$ cat config.mk
export PLATFORM = sky130hd
export DESIGN_NAME = vector_mem_sequencer
export DESIGN_NICKNAME = d
export VERILOG_FILES = /design/src/rtl/vector_mem_sequencer.sv
export SDC_FILE = /design/constraint.sdc
export NUM_CORES = 2
export LEC_CHECK = 0
export BUFFER_PORTS_ARGS = -buffer_cell sky130_fd_sc_hd__buf_2
export CAP_MARGIN = 20
export CORE_AREA = 4 4 478 480
export CTS_BUF_LIST = sky130_fd_sc_hd__clkbuf_16
export CTS_CLUSTER_SIZE = 25
export DETAILED_ROUTE_END_ITERATION = 10
export DIE_AREA = 0 0 482 484
export HOLD_SLACK_MARGIN = 0.03
export MAX_ROUTING_LAYER = met4
export PLACE_DENSITY = 0.46
export SYNTH_ARGS = -nofsm -noshare
export SYNTH_HDL_FRONTEND = slang
export SYNTH_SLANG_ARGS = --single-unit
$ cat constraint.sdc
create_clock -name clk -period 2.5 [get_ports clk]
set_input_delay 0.5 -clock clk [delete_from_list [all_inputs] [get_ports clk]]
set_output_delay 0.5 -clock clk [all_outputs]
set_load 0.05 [all_outputs]
$ cat src/rtl/vector_mem_sequencer.sv
// Strided vector load/store sequencer for a single-port word memory.
// One element per cycle, bounds-checked against MEM_SIZE.
module vector_mem_sequencer #(
  parameter int ADDRESS_WIDTH = 19,
  parameter int DATA_WIDTH    = 64,
  parameter int LANES         = 8,
  parameter int MEM_SIZE      = 2000
) (
  input  logic                        clk,
  input  logic                        reset,
  input  logic                        start,
  input  logic                        isStore,
  input  logic [ADDRESS_WIDTH-1:0]    baseAddress,
  input  logic [ADDRESS_WIDTH-1:0]    stride,
  input  logic [3:0]                  count,
  input  logic [LANES*DATA_WIDTH-1:0] storeData,
  input  logic [DATA_WIDTH-1:0]       memReadData,
  output logic [ADDRESS_WIDTH-1:0]    memReadAddress,
  output logic [ADDRESS_WIDTH-1:0]    memWriteAddress,
  output logic [DATA_WIDTH-1:0]       memWriteData,
  output logic                        memWriteEnable,
  output logic [LANES*DATA_WIDTH-1:0] loadData,
  output logic                        busy,
  output logic                        done,
  output logic                        error
);

  localparam int IW = (LANES > 1) ? $clog2(LANES) : 1;
  localparam logic [ADDRESS_WIDTH:0] MEM_LIMIT =
    (ADDRESS_WIDTH+1)'(MEM_SIZE);
  localparam logic [4:0] LANE_MAX = 5'(LANES);

  typedef enum logic [1:0] {
    IDLE,
    LOAD,
    STORE,
    DONE
  } state_t;

  state_t state_q;
  state_t state_d;

  logic [IW-1:0]               idx_q;
  logic [ADDRESS_WIDTH-1:0]    addr_q;
  logic [ADDRESS_WIDTH-1:0]    stride_q;
  logic [3:0]                  cnt_q;
  logic [LANES*DATA_WIDTH-1:0] store_q;
  logic [LANES*DATA_WIDTH-1:0] load_q;
  logic                        error_q;

  logic accept;
  logic bad_count;
  logic zero_count;
  logic active;
  logic in_bounds;
  logic last;

  assign accept     = (state_q == IDLE) && start;
  assign bad_count  = {1'b0, count} > LANE_MAX;
  assign zero_count = (count == 4'd0);
  assign active     = (state_q == LOAD) || (state_q == STORE);
  assign in_bounds  = {1'b0, addr_q} < MEM_LIMIT;
  assign last       = (5'(idx_q) + 5'd1) == {1'b0, cnt_q};

  always_ff @(posedge clk or negedge reset) begin
    if (!reset) begin
      state_q <= IDLE;
    end else begin
      state_q <= state_d;
    end
  end

  always_comb begin
    state_d = state_q;
    unique case (state_q)
      IDLE: begin
        if (start) begin
          if (bad_count || zero_count) begin
            state_d = DONE;
          end else if (isStore) begin
            state_d = STORE;
          end else begin
            state_d = LOAD;
          end
        end
      end
      LOAD, STORE: begin
        if (!in_bounds || last) begin
          state_d = DONE;
        end
      end
      DONE: begin
        state_d = IDLE;
      end
      default: begin
        state_d = IDLE;
      end
    endcase
  end

  // Operands only change on an accepted start; loadData only on load.
  always_ff @(posedge clk or negedge reset) begin
    if (!reset) begin
      idx_q    <= '0;
      addr_q   <= '0;
      stride_q <= '0;
      cnt_q    <= '0;
      store_q  <= '0;
      load_q   <= '0;
      error_q  <= 1'b0;
    end else if (accept) begin
      idx_q    <= '0;
      addr_q   <= baseAddress;
      stride_q <= stride;
      cnt_q    <= count;
      store_q  <= storeData;
      error_q  <= bad_count;
      if (!isStore && !bad_count && !zero_count) begin
        load_q <= '0;
      end
    end else if (active) begin
      if (!in_bounds) begin
        error_q <= 1'b1;
      end else begin
        if (state_q == LOAD) begin
          load_q[int'(idx_q)*DATA_WIDTH +: DATA_WIDTH] <= memReadData;
        end
        idx_q  <= idx_q + IW'(1);
        addr_q <= addr_q + stride_q;
      end
    end
  end

  logic rd_go;
  logic wr_go;

  assign rd_go = (state_q == LOAD) && in_bounds;
  assign wr_go = (state_q == STORE) && in_bounds;

  assign memReadAddress  = rd_go ? addr_q : '0;
  assign memWriteEnable  = wr_go;
  assign memWriteAddress = wr_go ? addr_q : '0;
  assign memWriteData    = wr_go
    ? store_q[int'(idx_q)*DATA_WIDTH +: DATA_WIDTH]
    : '0;

  assign loadData = load_q;
  assign busy     = active;
  assign done     = (state_q == DONE);
  assign error    = error_q;

endmodule

**Yosys cells after proc, flatten, opt, wreduce, memory -nomap -nowiden**

Index checks and enable logic that the tools add are counted.

- $add $sub $neg: 4
- $lt $le $gt $ge: 2
- Equality and inequality tests: 8
- Shifts and indexed selects: 3
- Mux-type cells: 23
- Reduce and logical (&&, ||, !) cells: 22

Operator list:

| cell | count |
|---|---|
| $mux 512 | 5 |
| $bwmux 512 | 1 |
| $shift 64x33->512 const A | 1 |
| $shiftx 512x10->64 | 1 |
| $shiftx 64x33->512 | 1 |
| $mux 19 | 5 |
| $mux 64 | 1 |
| $neg 9->33 | 1 |
| $add 19x19->19 | 1 |
| $lt 19x11->1 const B | 1 |
| $mux 3 | 3 |
| $mux 2 | 4 |
| $ne 2x2->1 const B | 3 |
| $pmux 2 s3 | 1 |
| $reduce_and 2->1 | 3 |
| $reduce_bool 2->1 | 3 |
| $logic_and 1x1->1 | 5 |
| $add 3x1->4 const B | 1 |
| $eq 2x2->1 const B | 2 |
| $eq 4x4->1 | 1 |
| $gt 4x4->1 const B | 1 |
| $logic_not 1->1 | 4 |
| $logic_not 4->1 | 1 |
| $reduce_and 4->1 | 1 |
| other kinds (7) | 11 |

- Register bits after elaboration: 1072
- Bits of input ports: 622
- Output and inout port bits: 618
- Logic and storage cells: 70

**Longest topological paths before layout**

- Depth in word-level cells: 7
- Mapped depth: 12
- Mapped depth without buffers: 10

**Worst setup path after synthesis**

Ideal clock, no wire load.

- Path type: register -> output
- Start point: reg idx_q[0]
- End point: out memWriteData[54]
- Data arrival time: 2.621 ns
- Required time: 2.000 ns
- Path slack: -0.621 ns
- Cell stages (with the launch flop): 7
- Path buffers: 3
- Cell sequence: dfrtp_1 > clkbuf_1 > clkbuf_1 > buf_1 > mux4_2 > nand2_1 > a21oi_1

- Word-level cells in the longest chain between the ends: 2

RTL lines:

| what | line | text |
|---|---|---|
| from (decl) | 43 | `logic [IW-1:0] idx_q;` |
| from (signal assigned) | 128 | `idx_q <= idx_q + IW'(1);` |
| $shiftx 512x10->64 | 144 | `? store_q[int'(idx_q)*DATA_WIDTH +: DATA_WIDTH]` |
| $mux 64 | 144 |  |
| to (decl) | 20 | `output logic [DATA_WIDTH-1:0] memWriteData,` |

Every way passes these cells.

**Worst setup path in the final report**

- Start point: reg addr_q[17]
- End point: out memWriteData[14]

- Word-level cells in the longest chain between the ends: 3

RTL lines:

| what | line | text |
|---|---|---|
| from (decl) | 44 | `logic [ADDRESS_WIDTH-1:0] addr_q;` |
| from (signal assigned) | 113 | `addr_q <= baseAddress;` |
| from (signal assigned) | 129 | `addr_q <= addr_q + stride_q;` |
| $lt 19x11->1 | 62 | `assign in_bounds = {1'b0, addr_q} < MEM_LIMIT;` |
| $logic_and 1x1->1 | 138 | `assign wr_go = (state_q == STORE) && in_bounds;` |
| $mux 64 | 144 |  |

Every way passes these cells.

==> key figures <==
Layout
  • Most frequent cells in the layout: 1725 x nand2_1, 1135 x buf_2, 1069 x dfrtp_1
  • Area Overhead vs Synth: 55.1%
  • Commonest non-fill, non-tap cell in the layout: nand2_1
  • Fin nets: roughly 6700
  • Finished Cell Area: between 60000 and 70000 sq um
  • Layout cells sized above 1: roughly 33%

Route
  • Drt first pass iters: 5
  • Post-Route WL: 219000 um
  • Initial DRC Count: around 2700
  • Total number of vias: 40600
  • WL per Instance: approximately 24 um
  • Residual DRC count: 0
  • Post-route ant nets: 0
  • Vias per inst: approximately 4.4

Power and ir drop
  • Gate power share: a little over a quarter
  • Sequential power share: 41.7%
  • Power Density: 843 nW/um^2
  • Clk pwr share: 32.1%
  • P_sw: between 15 and 20 mW
  • P_int: 38.4 mW
  • Static leakage: 34.9 nW
  • Sw frac: around 34%
  • Peak supply drop: about 0.55 mV

CTS
  • CTS Buffer Depth: 3
  • CTS Root Cell: clkbuf_16
  • TritonCTS Buffers: 130
  • # H-tree levels: 4
  • TritonCTS clock tree: done
  • Worst-Skew Late Latency: just under 0.8 ns
  • Worst-path clk slew: ~0.060 ns
  • Clock Sinks: 1072

Yosys
  • Area fraction of the dominant cell type after synthesis: 60.5%
  • Seq/Total Area, Yosys: roughly three fifths
  • FFs w/ async S/R, synth: 100%
  • Most used DFF post-synth: dfrtp_1
  • Syn. warnings: 0
  • Synth unique cells: 48
  • Yosys top cell by area: dfrtp_1
  • Ranking of synthesized cells by area: dfrtp_1 60%, nand2_1 15%, a22o_1 10%
  • Number of synthesized flops with an enable pin: 0
  • Number of synthesized register bits: roughly 1100
  • Netlist Area Pre-Place: 44400 sq um
  • Average size of a mapped cell: 10.6 sq um
  • Gate Count Post-Synth: 4165

Timing
  • Setup TNS: -194.89 ns
  • Clock skew: a little over 0.04 ns
  • Slew @ Worst Pin: around 0.74 ns
  • Setup ws final: -0.699 ns
  • Slew HR: around half
  • Fin crit share: 128%
  • Fin. Hold Viols: 0
  • Fmax: about 310 MHz
  • RSZ-0062 raised after global routing: yes
  • Fin crit period: roughly 3.2 ns
  • Final Max Slew Viols: 0
  • Final Setup Violations: 600

Global route
  • Congestion Overflow GR: 0
  • Initial antenna violation count: 58
  • Vias in the first global route: about 42000
  • Tot GR Track Use: between 15 and 20%
  • Largest net degree at the start of global routing: between 100 and 150
  • First-pass GRT wire length: between 300000 and 400000 um

Floorplan
  • Die X: 482 um
  • FP Rows: roughly 170
  • Initial Utilization: around a fifth
  • Die Ht: approximately 480 um
  • Core area: between 200000 and 250000 sq um
  • Die area: ~230000 sq um
  • # IOs: 1240

Hold path
  • Hold wc startpoint: storeData[446]
  • Hold/Removal Path Class: in -> reg

Placement
  • Port-buffer cells: 1223
  • Detailed placer's ending HPWL: around 150000 um
  • Routability cong.: slightly below 0.9
  • Post-DP Area: roughly 57000 sq um

Worst setup path
  • WP data required: 2.00 ns
  • Critical Path Source: addr_q[17]$_DFFE_PN0P_
  • Critical R2R Launch: addr_q[17]$_DFFE_PN0P_
  • R2R Setup Slk: -0.42 ns
  • Worst setup EP type: primary output
  • CP Launch Type: flop
  • Critical path data arrival time: roughly 2.7 ns
  • Setup Crit Path Kind: reg -> out
  • CP max FO: 12

Run
  • Max Cap Viol: 0

Outcome
  • Failing checks: setup timing
  • Status: finished with violations
==> metrics by stage <==
stage,setup slack (ns),hold WS [ns],total power [mW],std cells,util [%]
3_5_place_dp,-0.404,0.430,38.5,8298,25.4
4_1_cts,-0.754,0.0308,58.3,9094,30.2
6_report,-0.699,0.0831,58.0,9189,30.7
3_3_place_gp,-0.371,0.424,38.2,8298,25.4
2_1_floorplan,-0.0895,0.204,32.8,4180,-
5_1_grt,-0.804,0.0379,61.4,9189,30.7
==> synth_stat cells (16+ instances only) <==
cell type,number
inv_1,16
a22o_1,510
nor2_1,37
dfrtp_1,1072
buf_1,85
clkbuf_1,247
mux4_2,128
buf_4,17
and3_1,24
ha_1,28
o21ai_0,20
a21oi_1,91
nand2_1,1764
==> metal layers <==
metal	share of wire (%)	wire [um]	track usage, %	vias up
met5	0	0	-	-
met4	4.7	10300	7.79	0
met3	6.5	14300	3.86	437
met2	49	108000	29.9	1722
met1	39	86300	21.0	20400
li1	-	-	-	18000
==> power groups by stage <==
stage / registers [mW] / logic [mW] / clock network, mW
after floorplan: 23.4 / 9.41 / 0
after global placement: 24.3 / 14.0 / 0
after detailed placement: 24.4 / 14.1 / 0
after CTS: 24.1 / 15.1 / 19.1
after global routing: 24.5 / 17.0 / 19.8
final: 24.1 / 15.2 / 18.6
==> cell families after synthesis <==
kind of cell / Yosys count / synth area share [%]
xor gates and xnor gates: 18 / 0.355
AOI/OAI and AO/OA: 666 / 12.0
adders and majority gates: 29 / 0.835
and+or+nand+nor: 1869 / 16.3
muxes: 130 / 6.54
buffers and inverters: 380 / 3.49
other: 1 / 0.00845
DFF: 1072 / 60.5
==> registers in the layout, indices dropped and copies added (netlist names) <==
signal	count
loadData	512
state_q	2
error	1
store_q	512
cnt_q	4
stride_q	19
addr_q	19
idx_q	3
==> critical path, stage by stage, from the launching register on <==
cell and delay (ns):
dfrtp_1 0.41, nor4_4 0.31, nand2_2 0.13, nor2_4 0.13
nand2_4 0.07, buf_12 0.16, buf_12 0.24, a21oi_4 0.19
buf_12 0.17
==> area by class of cell <==
cell class | instances | area (sq um)
Clock inverter | 96 | 896
Timing Repair Buffer | 2103 | 16700
Antenna cell | 52 | 130
Sequential cell | 1072 | 26800
Multi-Input combinational cell | 2728 | 17200
Clock buffer | 130 | 3250
Inverter | 16 | 61.3
Tap cell | 2992 | 3740
Fill cell | 23100 | 155000
==> final timing paths <==
check / end / cells past startpoint
setup / recovery: memWriteData[14] / 8
hold / removal: store_q[446]$_DFFE_PN0P_ / 3
setup reg to reg: loadData[343]$_DFFE_PN0P_ / 12
hold reg to reg: store_q[190]$_DFFE_PN0P_ / 2
max in group asynchronous: loadData[103]$_DFFE_PN0P_ / 4
min in group asynchronous: store_q[341]$_DFFE_PN0P_ / 2
==> timing repair <==
item                                   CTS  global route
gates resized for setup                243            80
pin swaps                               23            48
gates cloned                             8            32
endpoints found under the hold margin  585             0
setup endpoints to repair              599           647
buffers inserted                        17            20
hold buffers                           550             0
Power figures use the tool's default switching activity.
